## config.mk

```make
export PLATFORM = sky130hd
export DESIGN_NAME = cordic_roundtrip_check_flat
export DESIGN_NICKNAME = d
export VERILOG_FILES = /design/src/rtl/cordic_roundtrip_check_pkg.sv /design/src/rtl/cordic_roundtrip_check_if.sv /design/src/rtl/cordic_roundtrip_check_fifo.sv /design/src/rtl/cordic_roundtrip_check.sv /design/src/flat_wrapper.sv
export SDC_FILE = /design/constraint.sdc
export NUM_CORES = 1
export LEC_CHECK = 0
export ABC_AREA = 0
export CAP_MARGIN = 5
export CORE_MARGIN = 3
export CORE_UTILIZATION = 60
export DETAILED_ROUTE_END_ITERATION = 8
export HOLD_SLACK_MARGIN = 0.02
export PLACE_DENSITY = 0.78
export SYNTH_ARGS = -nofsm -noshare
export SYNTH_HDL_FRONTEND = slang
export SYNTH_SLANG_ARGS = --single-unit
```

## constraint.sdc

```tcl
create_clock -name clk -period 13 [get_ports clk]
set_clock_uncertainty 0.15 [all_clocks]
set_input_delay 1.95 -clock clk [delete_from_list [all_inputs] [get_ports clk]]
set_output_delay 1.95 -clock clk [all_outputs]
set_load 0.02 [all_outputs]
```

## src/rtl/cordic_roundtrip_check_pkg.sv

```systemverilog
// Shared types and helpers for the CORDIC round-trip checker.
// Holds the FSM state type, counter width and the wrap-aware distance.
package cordic_chk_pkg;

    typedef enum logic [1:0] {
        ST_IDLE,
        ST_RUN,
        ST_DRAIN,
        ST_DONE
    } state_e;

    localparam int CNT_W = 16;
    localparam int FN_W  = 32;

    // |b - a| on a w-bit circle; the half-circle point maps to 2^(w-1)
    function automatic logic [FN_W-1:0] abs_wrap_diff(
        input logic [FN_W-1:0] a,
        input logic [FN_W-1:0] b,
        input int unsigned     w
    );
        logic [FN_W-1:0] mask;
        logic [FN_W-1:0] d;
        mask = (w >= FN_W) ? '1 : ((FN_W'(1) << w) - FN_W'(1));
        d    = (b - a) & mask;
        if (d > (mask >> 1)) begin
            abs_wrap_diff = (~d + FN_W'(1)) & mask;
        end else begin
            abs_wrap_diff = d;
        end
    endfunction

endpackage

```

## src/rtl/cordic_roundtrip_check_if.sv

```systemverilog
// Stimulus/response bundle between the CORDIC pipeline and the checker.
// master drives the strobes and data, slave is the checker side.
interface cordic_chk_if #(
    parameter int WIDTH = 18
) ();
    logic             start;
    logic             in_valid;
    logic [WIDTH:0]   phase_in;
    logic             ret_valid;
    logic [WIDTH:0]   phase_ret;
    logic [WIDTH-1:0] mag_exp;
    logic [WIDTH-1:0] mag_ret;

    modport master (
        output start, in_valid, phase_in,
        output ret_valid, phase_ret,
        output mag_exp, mag_ret
    );

    modport slave (
        input start, in_valid, phase_in,
        input ret_valid, phase_ret,
        input mag_exp, mag_ret
    );
endinterface

```

## src/rtl/cordic_roundtrip_check_fifo.sv

```systemverilog
// Single-clock FIFO holding phases applied but not yet returned.
// Pointers carry an extra wrap bit so full and empty are distinct.
module cordic_chk_fifo #(
    parameter int DEPTH = 64,
    parameter int DW    = 19
) (
    input  logic          clk,
    input  logic          rst_n,
    input  logic          clr_i,
    input  logic          wr_i,
    input  logic          rd_i,
    input  logic [DW-1:0] din_i,
    output logic [DW-1:0] dout_o,
    output logic          full_o,
    output logic          empty_o
);
    localparam int AW = $clog2(DEPTH);

    logic [DW-1:0] mem_q [DEPTH];
    logic [AW:0]   wptr_q, wptr_d;
    logic [AW:0]   rptr_q, rptr_d;

    // next pointer values; clear wins over any access
    always_comb begin
        wptr_d = wptr_q;
        rptr_d = rptr_q;
        if (clr_i) begin
            wptr_d = '0;
            rptr_d = '0;
        end else begin
            if (wr_i) wptr_d = wptr_q + (AW+1)'(1);
            if (rd_i) rptr_d = rptr_q + (AW+1)'(1);
        end
    end

    // pointer registers
    always_ff @(posedge clk or negedge rst_n) begin
        if (!rst_n) begin
            wptr_q <= '0;
            rptr_q <= '0;
        end else begin
            wptr_q <= wptr_d;
            rptr_q <= rptr_d;
        end
    end

    // storage array, written at the tail
    always_ff @(posedge clk) begin
        if (wr_i && !clr_i) mem_q[wptr_q[AW-1:0]] <= din_i;
    end

    assign dout_o  = mem_q[rptr_q[AW-1:0]];
    assign empty_o = (wptr_q == rptr_q);
    assign full_o  = (wptr_q[AW] != rptr_q[AW]) &&
                     (wptr_q[AW-1:0] == rptr_q[AW-1:0]);
endmodule

```

## src/rtl/cordic_roundtrip_check.sv

```systemverilog
// Round-trip phase checker: pairs applied and returned phases, keeps stats.
// Optional magnitude check enabled by defining CORDIC_MAG_CHECK_EN.
module cordic_roundtrip_check
    import cordic_chk_pkg::*;
#(
    parameter int WIDTH  = 18,
    parameter int TOL    = 8,
    parameter int NCHECK = 4000,
    parameter int DEPTH  = 64
) (
    input  logic             clk,
    input  logic             rst_n,
    cordic_chk_if.slave      chk,
    output logic             busy_o,
    output logic             done_o,
    output logic             pass_o,
    output logic [CNT_W-1:0] fail_cnt_o,
    output logic [WIDTH:0]   max_err_o,
    output logic [CNT_W-1:0] n_checked_o,
`ifdef CORDIC_MAG_CHECK_EN
    output logic [WIDTH:0]   mag_max_err_o,
`endif
    output logic             ovf_o,
    output logic             unf_o
);
    localparam int PW = WIDTH + 1;
`ifdef CORDIC_MAG_CHECK_EN
    localparam int DW = PW + WIDTH;
`else
    localparam int DW = PW;
`endif
    localparam logic [WIDTH:0]   TOL_V     = PW'(TOL);
    localparam logic [CNT_W-1:0] ACC_LAST  = CNT_W'(NCHECK - 1);
    localparam logic [CNT_W-1:0] CNT_ONE   = CNT_W'(1);

    state_e           state_q;
    logic             busy_q, done_q, pass_q;
    logic             ovf_q, unf_q;
    logic [CNT_W-1:0] acc_q, fail_q, nchk_q;
    logic [WIDTH:0]   max_q;
    logic             cmp_v_q;
    logic [WIDTH:0]   cmp_exp_q, cmp_ret_q;

    logic             full, empty;
    logic [DW-1:0]    wdata, head;
    logic [WIDTH:0]   head_ph;
    logic             active;
    logic             push_req, pop_req, push_ok, pop_ok;
    logic [WIDTH:0]   ph_err;
    logic             bad;

    assign active   = (state_q == ST_RUN) || (state_q == ST_DRAIN);
    assign push_req = (state_q == ST_RUN) && chk.in_valid && !chk.start;
    assign pop_req  = active && chk.ret_valid && !chk.start;
    assign pop_ok   = pop_req && !empty;
    assign push_ok  = push_req && (!full || pop_ok);

    assign ph_err = PW'(abs_wrap_diff(FN_W'(cmp_exp_q),
                                      FN_W'(cmp_ret_q), PW));

`ifdef CORDIC_MAG_CHECK_EN
    logic [WIDTH-1:0] cmp_mexp_q, cmp_mret_q;
    logic [WIDTH:0]   mag_max_q;
    logic [WIDTH:0]   mag_err;

    assign wdata   = {chk.phase_in, chk.mag_exp};
    assign head_ph = head[DW-1 -: PW];
    assign mag_err = PW'(abs_wrap_diff(FN_W'(cmp_mexp_q),
                                       FN_W'(cmp_mret_q), PW));
    assign bad     = (ph_err > TOL_V) || (mag_err > TOL_V);
    assign mag_max_err_o = mag_max_q;

    // magnitude half of the comparison stage and its running maximum
    always_ff @(posedge clk or negedge rst_n) begin
        if (!rst_n) begin
            cmp_mexp_q <= '0;
            cmp_mret_q <= '0;
            mag_max_q  <= '0;
        end else if (chk.start) begin
            mag_max_q  <= '0;
        end else begin
            if (pop_ok) begin
                cmp_mexp_q <= head[WIDTH-1:0];
                cmp_mret_q <= chk.mag_ret;
            end
            if (cmp_v_q && mag_err > mag_max_q) mag_max_q <= mag_err;
        end
    end
`else
    logic unused_mag;

    assign unused_mag = ^{chk.mag_exp, chk.mag_ret};
    assign wdata      = chk.phase_in;
    assign head_ph    = head;
    assign bad        = (ph_err > TOL_V);
`endif

    cordic_chk_fifo #(
        .DEPTH (DEPTH),
        .DW    (DW)
    ) u_fifo (
        .clk     (clk),
        .rst_n   (rst_n),
        .clr_i   (chk.start),
        .wr_i    (push_ok),
        .rd_i    (pop_ok),
        .din_i   (wdata),
        .dout_o  (head),
        .full_o  (full),
        .empty_o (empty)
    );

    // run control, comparison stage and statistics
    always_ff @(posedge clk or negedge rst_n) begin
        if (!rst_n) begin
            state_q   <= ST_IDLE;
            busy_q    <= 1'b0;
            done_q    <= 1'b0;
            pass_q    <= 1'b0;
            ovf_q     <= 1'b0;
            unf_q     <= 1'b0;
            acc_q     <= '0;
            fail_q    <= '0;
            nchk_q    <= '0;
            max_q     <= '0;
            cmp_v_q   <= 1'b0;
            cmp_exp_q <= '0;
            cmp_ret_q <= '0;
        end else if (chk.start) begin
            state_q   <= ST_RUN;
            busy_q    <= 1'b1;
            done_q    <= 1'b0;
            pass_q    <= 1'b0;
            ovf_q     <= 1'b0;
            unf_q     <= 1'b0;
            acc_q     <= '0;
            fail_q    <= '0;
            nchk_q    <= '0;
            max_q     <= '0;
            cmp_v_q   <= 1'b0;
        end else begin
            cmp_v_q <= pop_ok;
            if (pop_ok) begin
                cmp_exp_q <= head_ph;
                cmp_ret_q <= chk.phase_ret;
            end
            if (cmp_v_q) begin
                nchk_q <= nchk_q + CNT_ONE;
                if (bad && fail_q != '1) fail_q <= fail_q + CNT_ONE;
                if (ph_err > max_q) max_q <= ph_err;
            end
            if (push_req && full && !pop_ok) ovf_q <= 1'b1;
            if (pop_req && empty) unf_q <= 1'b1;
            if (push_req) acc_q <= acc_q + CNT_ONE;
            unique case (state_q)
                ST_RUN: begin
                    if (push_req && acc_q == ACC_LAST) state_q <= ST_DRAIN;
                end
                ST_DRAIN: begin
                    if (empty && !cmp_v_q) begin
                        state_q <= ST_DONE;
                        busy_q  <= 1'b0;
                        done_q  <= 1'b1;
                        pass_q  <= (fail_q == '0) && !ovf_q &&
                                   !(unf_q || (pop_req && empty));
                    end
                end
                default: begin
                end
            endcase
        end
    end

    assign busy_o      = busy_q;
    assign done_o      = done_q;
    assign pass_o      = pass_q;
    assign fail_cnt_o  = fail_q;
    assign max_err_o   = max_q;
    assign n_checked_o = nchk_q;
    assign ovf_o       = ovf_q;
    assign unf_o       = unf_q;
endmodule

```

## src/flat_wrapper.sv

```systemverilog
// flat-port wrapper written by rule: the top's interface ports become plain ports
module cordic_roundtrip_check_flat import cordic_chk_pkg::*;
#(
    parameter int WIDTH  = 18,
    parameter int TOL    = 8,
    parameter int NCHECK = 4000,
    parameter int DEPTH  = 64
)
  (clk, rst_n, busy_o, done_o, pass_o, fail_cnt_o, max_err_o, n_checked_o, ovf_o, unf_o, chk_start, chk_in_valid, chk_phase_in, chk_ret_valid, chk_phase_ret, chk_mag_exp, chk_mag_ret);
  cordic_chk_if #(.WIDTH(WIDTH)) chk_i ();
  input  logic clk;
  input  logic rst_n;
  output logic busy_o;
  output logic done_o;
  output logic pass_o;
  output logic [CNT_W-1:0] fail_cnt_o;
  output logic [WIDTH:0] max_err_o;
  output logic [CNT_W-1:0] n_checked_o;
  output logic ovf_o;
  output logic unf_o;
  input wire logic [$bits(chk_i.start)-1:0] chk_start;
  input wire logic [$bits(chk_i.in_valid)-1:0] chk_in_valid;
  input wire logic [$bits(chk_i.phase_in)-1:0] chk_phase_in;
  input wire logic [$bits(chk_i.ret_valid)-1:0] chk_ret_valid;
  input wire logic [$bits(chk_i.phase_ret)-1:0] chk_phase_ret;
  input wire logic [$bits(chk_i.mag_exp)-1:0] chk_mag_exp;
  input wire logic [$bits(chk_i.mag_ret)-1:0] chk_mag_ret;
  assign chk_i.start = chk_start;
  assign chk_i.in_valid = chk_in_valid;
  assign chk_i.phase_in = chk_phase_in;
  assign chk_i.ret_valid = chk_ret_valid;
  assign chk_i.phase_ret = chk_phase_ret;
  assign chk_i.mag_exp = chk_mag_exp;
  assign chk_i.mag_ret = chk_mag_ret;
  cordic_roundtrip_check #(.WIDTH(WIDTH), .TOL(TOL), .NCHECK(NCHECK), .DEPTH(DEPTH)) u_core (.clk(clk), .rst_n(rst_n), .chk(chk_i), .busy_o(busy_o), .done_o(done_o), .pass_o(pass_o), .fail_cnt_o(fail_cnt_o), .max_err_o(max_err_o), .n_checked_o(n_checked_o), .ovf_o(ovf_o), .unf_o(unf_o));
endmodule
```

==> results of run 1 <==
flip-flops by register name (all words and copies together), names as in the netlist:
| signal | flops |
|---|---|
| u_core.acc_q | 16 |
| u_core.busy_o | 1 |
| u_core.cmp_exp_q | 19 |
| u_core.cmp_ret_q | 19 |
| u_core.cmp_v_q | 1 |
| u_core.done_o | 1 |
| u_core.fail_cnt_o | 16 |
| u_core.max_err_o | 19 |
| u_core.n_checked_o | 16 |
| u_core.ovf_o | 1 |
| u_core.pass_o | 1 |
| u_core.state_q | 2 |
| u_core.u_fifo.mem_q | 1216 |
| u_core.u_fifo.rptr_q | 7 |
| u_core.u_fifo.wptr_q | 7 |
| u_core.unf_o | 1 |
power by group:
part / total (W) / switching (W) / leakage [nW] / internal (W)
Sequential: 0.00490 / 0.0000955 / 12.6 / 0.00481
Combinational: 0.00339 / 0.00197 / 4.84 / 0.00142
Clock: 0.00375 / 0.00165 / 2.06 / 0.00210
layer usage:
metal	track usage [%]	up-vias	wire length, µm
met1	39.5	15100	50100
met3	6.64	320	12300
met5	0	-	33
li1	-	11600	-
met4	11.4	4	4990
met2	48.6	1716	69000
metrics by stage:
stage | std cells | setup slack (ps) | power [W]
final | 4209 | 5690 | 0.0120
after global routing | 4207 | 5360 | 0.0126
after CTS | 4204 | 5690 | 0.0121
after detailed placement | 3966 | 5720 | 0.00835
after global placement | 3966 | 5730 | 0.00828
after floorplan | 2745 | 6990 | 0.00745
how the worst min path moves through the flow:
stage	startpoint	end	slack [ps]
detailed placement	u_core.cmp_ret_q[11]$_DFFE_PN0P_	u_core.cmp_ret_q[11]$_DFFE_PN0P_	360
finish	u_core.cmp_exp_q[0]$_DFFE_PN0P_	u_core.cmp_exp_q[0]$_DFFE_PN0P_	370
CTS	u_core.cmp_ret_q[11]$_DFFE_PN0P_	u_core.cmp_ret_q[11]$_DFFE_PN0P_	370
floorplan	u_core.cmp_exp_q[0]$_DFFE_PN0P_	u_core.cmp_exp_q[0]$_DFFE_PN0P_	330
global route	u_core.cmp_exp_q[0]$_DFFE_PN0P_	u_core.cmp_exp_q[0]$_DFFE_PN0P_	390
global placement	u_core.cmp_exp_q[0]$_DFFE_PN0P_	u_core.cmp_exp_q[0]$_DFFE_PN0P_	350
cell families after synthesis:
kind of cell / count (synthesis) / synth area share (%)
and+or+nand+nor: 468 / 4.16
AOI/OAI and AO/OA: 189 / 2.39
buffers and inverters: 189 / 1.37
xor gates and xnor gates: 65 / 1.04
muxes: 445 / 17.4
DFF: 1343 / 72.6
adders and majority gates: 46 / 1.07
worst max-delay path: stages (launching register included):
cell and delay (ps):
dfrtp_1 360, inv_1 70, ha_1 190, fa_1 210, and2b_1 220, o2111ai_2 280, a211oi_2 150, or4_1 530
and2_1 280, and4_1 250, a21oi_1 720, nor2_1 130, xor2_1 240, ha_1 290, a21o_1 160, a21o_1 170
a21o_1 170, a21o_1 170, a21o_1 170, a21oi_1 210, nor2b_1 110, or4b_2 640, o311ai_0 570, a211oi_4 200
buf_4 260, mux2i_1 170, nor2_1 60
cell type report:
type	count	area [µm²]	share of cell area [%]
flip-flops and latches	1343	39700	64.5
multi-input cells	1213	14400	23.4
clock buffers	162	3550	5.77
repair buffers	183	1550	2.51
well taps	1176	1470	2.39
clock inverters	76	704	1.14
inverters	52	195	0.317
diodes	4	10.0	0.0163
synth_stat cells (8+ instances only):
cell / count / area (µm²)
nand3_1: 36 / 180
and2_1: 11 / 68.8
a21oi_1: 47 / 235
nand2_1: 93 / 349
nor3_1: 17 / 85.1
nand2b_1: 11 / 68.8
and3_1: 23 / 144
or3_1: 10 / 62.6
inv_1: 52 / 195
mux2_2: 22 / 248
mux2i_1: 21 / 210
ha_1: 45 / 563
o21ai_1: 8 / 40.0
xnor2_1: 22 / 193
edfxtp_1: 1216 / 36500
nor2_1: 177 / 664
xor2_1: 43 / 377
buf_2: 11 / 55.1
o21ai_0: 46 / 230
clkbuf_1: 87 / 327
nand3b_1: 9 / 67.6
nor2b_1: 8 / 50.1
a21o_1: 14 / 105
nor4_1: 14 / 87.6
buf_1: 35 / 131
mux4_2: 399 / 8990
dfrtp_1: 127 / 3180
nand4_1: 22 / 138
==> flow_summary.toml, run 1 <==
[timing]
hold-worst-slack_ps = 367
slew_viol_final = 0
fmax_ghz = 0.137
hold_violations = 0
worst_pin_slew_ps = 1330
setup_viol_count_final = 0
fin_setup_tns_ps = 0
grt_setup_unrepaired = "no"
min_period_ps = 7310
slew-limit-headroom_pct = 11.7
fin_crit_sh_pct = 56.2

[clocking]
insertion_delay_ps = 760
cts_num_sinks = 1343
clk_path_buf_depth = 3
post_cts_resize_count = 0
numCtsBuffers = 134
htree_levels = 4
cts_setup_buffers = 0
holdBufCountCts = 0
clk_pin_slew_ps = 60
cts_tree = "built"
cts_root_buffer = "clkbuf_16"

[routing]
wl_per_cell_um = 32.4
viasPerCell = 6.84
vias = 28800
drc_errors = 0
ant_nets = 0
drt_iter0_markers = 3711
firstDrtPassIters = 6
wirelength_mm = 136

[global_routing]
grt_overflow = 0
grt_usage_pct = 29.6
grt_pass1_vias = 29700
grt_start_max_net_pins = 131
grt_pass1_wl_mm = 201
antenna_found_initial = 10

[floorplanning]
num_rows = 110
die_h_um = 308
die_w_um = 308
initial_core_util_pct = 60.6
io_pins = 135
dieArea_um2 = 94800
coreArea_um2 = 90100

[yosys]
synth.net_count = 2870
synth_seq_cells = 1343
ys_warn_count = 0
ys_types = 87
avgSynthCellArea_um2 = 19.9
synthFlopType = "edfxtp_1"
postSynthCellCount = 2745
ys_seq_area_share_pct = 72.6
synth-edff-count = 1216
syn_area_um2 = 54700
synth-async-reset-ratio_pct = 9.46

[setup_path]
cp.required_ps = 13410
critPathKind = "flop to flop"
crit_fanout = 12
r2r_slack_ps = 5690
r2r_end = "u_core.max_err_o[9]$_DFFE_PN0P_"
r2r-start = "u_core.cmp_ret_q[0]$_DFFE_PN0P_"
end_kind = "flop"
crit_start = "u_core.cmp_ret_q[0]$_DFFE_PN0P_"
endpoint = "u_core.max_err_o[9]$_DFFE_PN0P_"
reg2reg_depth = 26
cp-start-kind = "flop"
cp.arrival_ps = 7720

[worst_hold_path]
hold_depth = 1
hold_path.class = "flop to flop"

[placed_design]
dp.final_hpwl_mm = 72.8
portBuffers = 98
place.gp.congestion = 0.862
postPlaceCellArea_um2 = 57300

[finish]
layout-drive-gt1-share_pct = 26.9
mostFrequentLayoutCells = "edfxtp_1, mux4_2, clkbuf_16, dfrtp_1, nor2_1"
fill_cells = 5376
final_core_util_pct = 68.3
area_growth_pct = 12.7
finalNetCount = 3052
stdcell_area_um2 = 61600
final_common_cell = "edfxtp_1"

[flow_run]
maxCapViolations = 0

[power]
power_density_nw_per_um2 = 196
leakagePower_nw = 19.5
vdd_drop_max_v = 0.000159

[run_status]
status = "finished clean"
(Power assumes the default switching activity.)
==> run 2: changes to the inputs <==
==> constraint.sdc (replaced) <==
create_clock -name clk -period 6.92 [get_ports clk]
set_clock_uncertainty 0.15 [all_clocks]
set_input_delay 1.038 -clock clk [delete_from_list [all_inputs] [get_ports clk]]
set_output_delay 1.038 -clock clk [all_outputs]
set_load 0.02 [all_outputs]
==> run 2 against run 1 <==
  * The flow now finishes with violations (DRC)
  * Via count about the same
  * Worst hold slack got worse by 260 ps
  * Count of clock-buffer cells in the layout up 6
  * Total power grew 93%
  * Combinational power rose by 95%
  * Largest power group unchanged
==> flow_summary.toml, run 2 (same netlist as run 1, synthesis figures left out) <==
[floorplanning]
io_pins = 135
initial_core_util_pct = 60.6
die_w_um = 308
num_rows = 110
die_h_um = 308
dieArea_um2 = 94800
coreArea_um2 = 90100

[timing]
slew-limit-headroom_pct = 11.5
grt_setup_unrepaired = "no"
slew_viol_final = 0
hold-worst-slack_ps = 107
setup_viol_count_final = 0
fmax_ghz = 0.155
worst_pin_slew_ps = 1330
fin_crit_sh_pct = 93.4
min_period_ps = 6460
fin_setup_tns_ps = 0
hold_violations = 0

[global_routing]
antenna_found_initial = 10
grt_usage_pct = 29.9
grt_pass1_wl_mm = 202
grt_overflow = 0
grt_start_max_net_pins = 127
grt_pass1_vias = 29700

[setup_path]
cp-start-kind = "flop"
crit_fanout = 22
cp.required_ps = 7380
critPathKind = "flop to flop"
cpPeakStageDelay_ps = 640
r2r_end = "u_core.max_err_o[15]$_DFFE_PN0P_"
reg2reg_depth = 26
cp.arrival_ps = 6920
r2r-start = "u_core.cmp_ret_q[0]$_DFFE_PN0P_"
end_kind = "flop"
slowest_stage = "or4_4"
r2r_slack_ps = 460
path_common_cell = "a21o_1"
crit_start = "u_core.cmp_ret_q[0]$_DFFE_PN0P_"

[routing]
viasPerCell = 6.82
firstDrtPassIters = 8
drt_iter0_markers = 3922
vias = 28800
drc_errors = 1
ant_nets = 0
wl_per_cell_um = 32.6
wirelength_mm = 138

[run_status]
violations = "DRC"
status = "finished with violations"

[finish]
largest_register_ffs = 1216
final_common_cell = "edfxtp_1"
stdcell_area_um2 = 61900
finalNetCount = 3057
final_core_util_pct = 68.7
area_growth_pct = 13.3
mostFrequentLayoutCells = "edfxtp_1, mux4_2, clkbuf_16, dfrtp_1, nor2_1"
layout-drive-gt1-share_pct = 27.3

[clocking]
clk_pin_slew_ps = 70
cts_root_buffer = "clkbuf_16"
holdBufCountCts = 0
cts_tree = "built"
cts_num_sinks = 1343
insertion_delay_ps = 740
numCtsBuffers = 135
clk_path_buf_depth = 3
htree_levels = 4

[power]
totalPowerFinal_w = 0.0232
power_density_nw_per_um2 = 375
leakagePower_nw = 19.6
vdd_drop_max_v = 0.000308

[placed_design]
place.gp.congestion = 0.883
dp.final_hpwl_mm = 72.8
postPlaceCellArea_um2 = 57400
portBuffers = 98

[flow_run]
maxCapViolations = 0

[worst_hold_path]
hold_path.class = "input port to async pin"
[run 2: critical path, delay by kind of cell (launching register included)]
kind | cells | cell delay (ps)
AOI/OAI and AO/OA | 13 | 2540
and+or+nand+nor | 5 | 1730
adders and majority gates | 3 | 820
buffers and inverters | 3 | 410
xor gates and xnor gates | 2 | 360
DFF | 1 | 330
[run 2: layer usage]
metal	part of all wire, %	track usage, %
met5	0.041	0
met4	4.3	12.8
met3	9.4	6.73
met2	51	49.3
met1	36	38.9
[run 2: area by class of cell]
cell class	count	area, µm²
clock buffers	168	3660
well taps	1176	1470
flip-flops and latches	1343	39700
diodes	4	10.0
fillers	5220	28200
multi-input cells	1213	14500
inverters	52	195
repair buffers	187	1620
clock inverters	75	787
[run 2: report_power, final]
part | internal [W] | total, W | switching, W
clock | 0.00432 | 0.00740 | 0.00308
combinational | 0.00280 | 0.00661 | 0.00381
sequential | 0.00903 | 0.00920 | 0.000174
[run 2: worst max-delay path by stage]
stage,end,slack [ps],cells after the start
finish,u_core.max_err_o[15]$_DFFE_PN0P_,460,26
global route,u_core.max_err_o[4]$_DFFE_PN0P_,8,24
CTS,u_core.max_err_o[15]$_DFFE_PN0P_,310,25
detailed placement,u_core.max_err_o[15]$_DFFE_PN0P_,320,24
global placement,u_core.max_err_o[15]$_DFFE_PN0P_,370,25
floorplan,u_core.max_err_o[15]$_DFFE_PN0P_,910,24
[run 2: metrics by stage]
step / worst slack (ps) / std cells
2_1_floorplan: 914 / 2745
3_3_place_gp: 367 / 3968
3_5_place_dp: 324 / 3968
4_1_cts: 311 / 4211
5_1_grt: 7.57 / 4215
6_report: 457 / 4218
[run 2: timing repair]
item | CTS | global route
resized for setup | 0 | 10
setup endpoints to repair | 0 | 19
setup buffers | 0 | 2
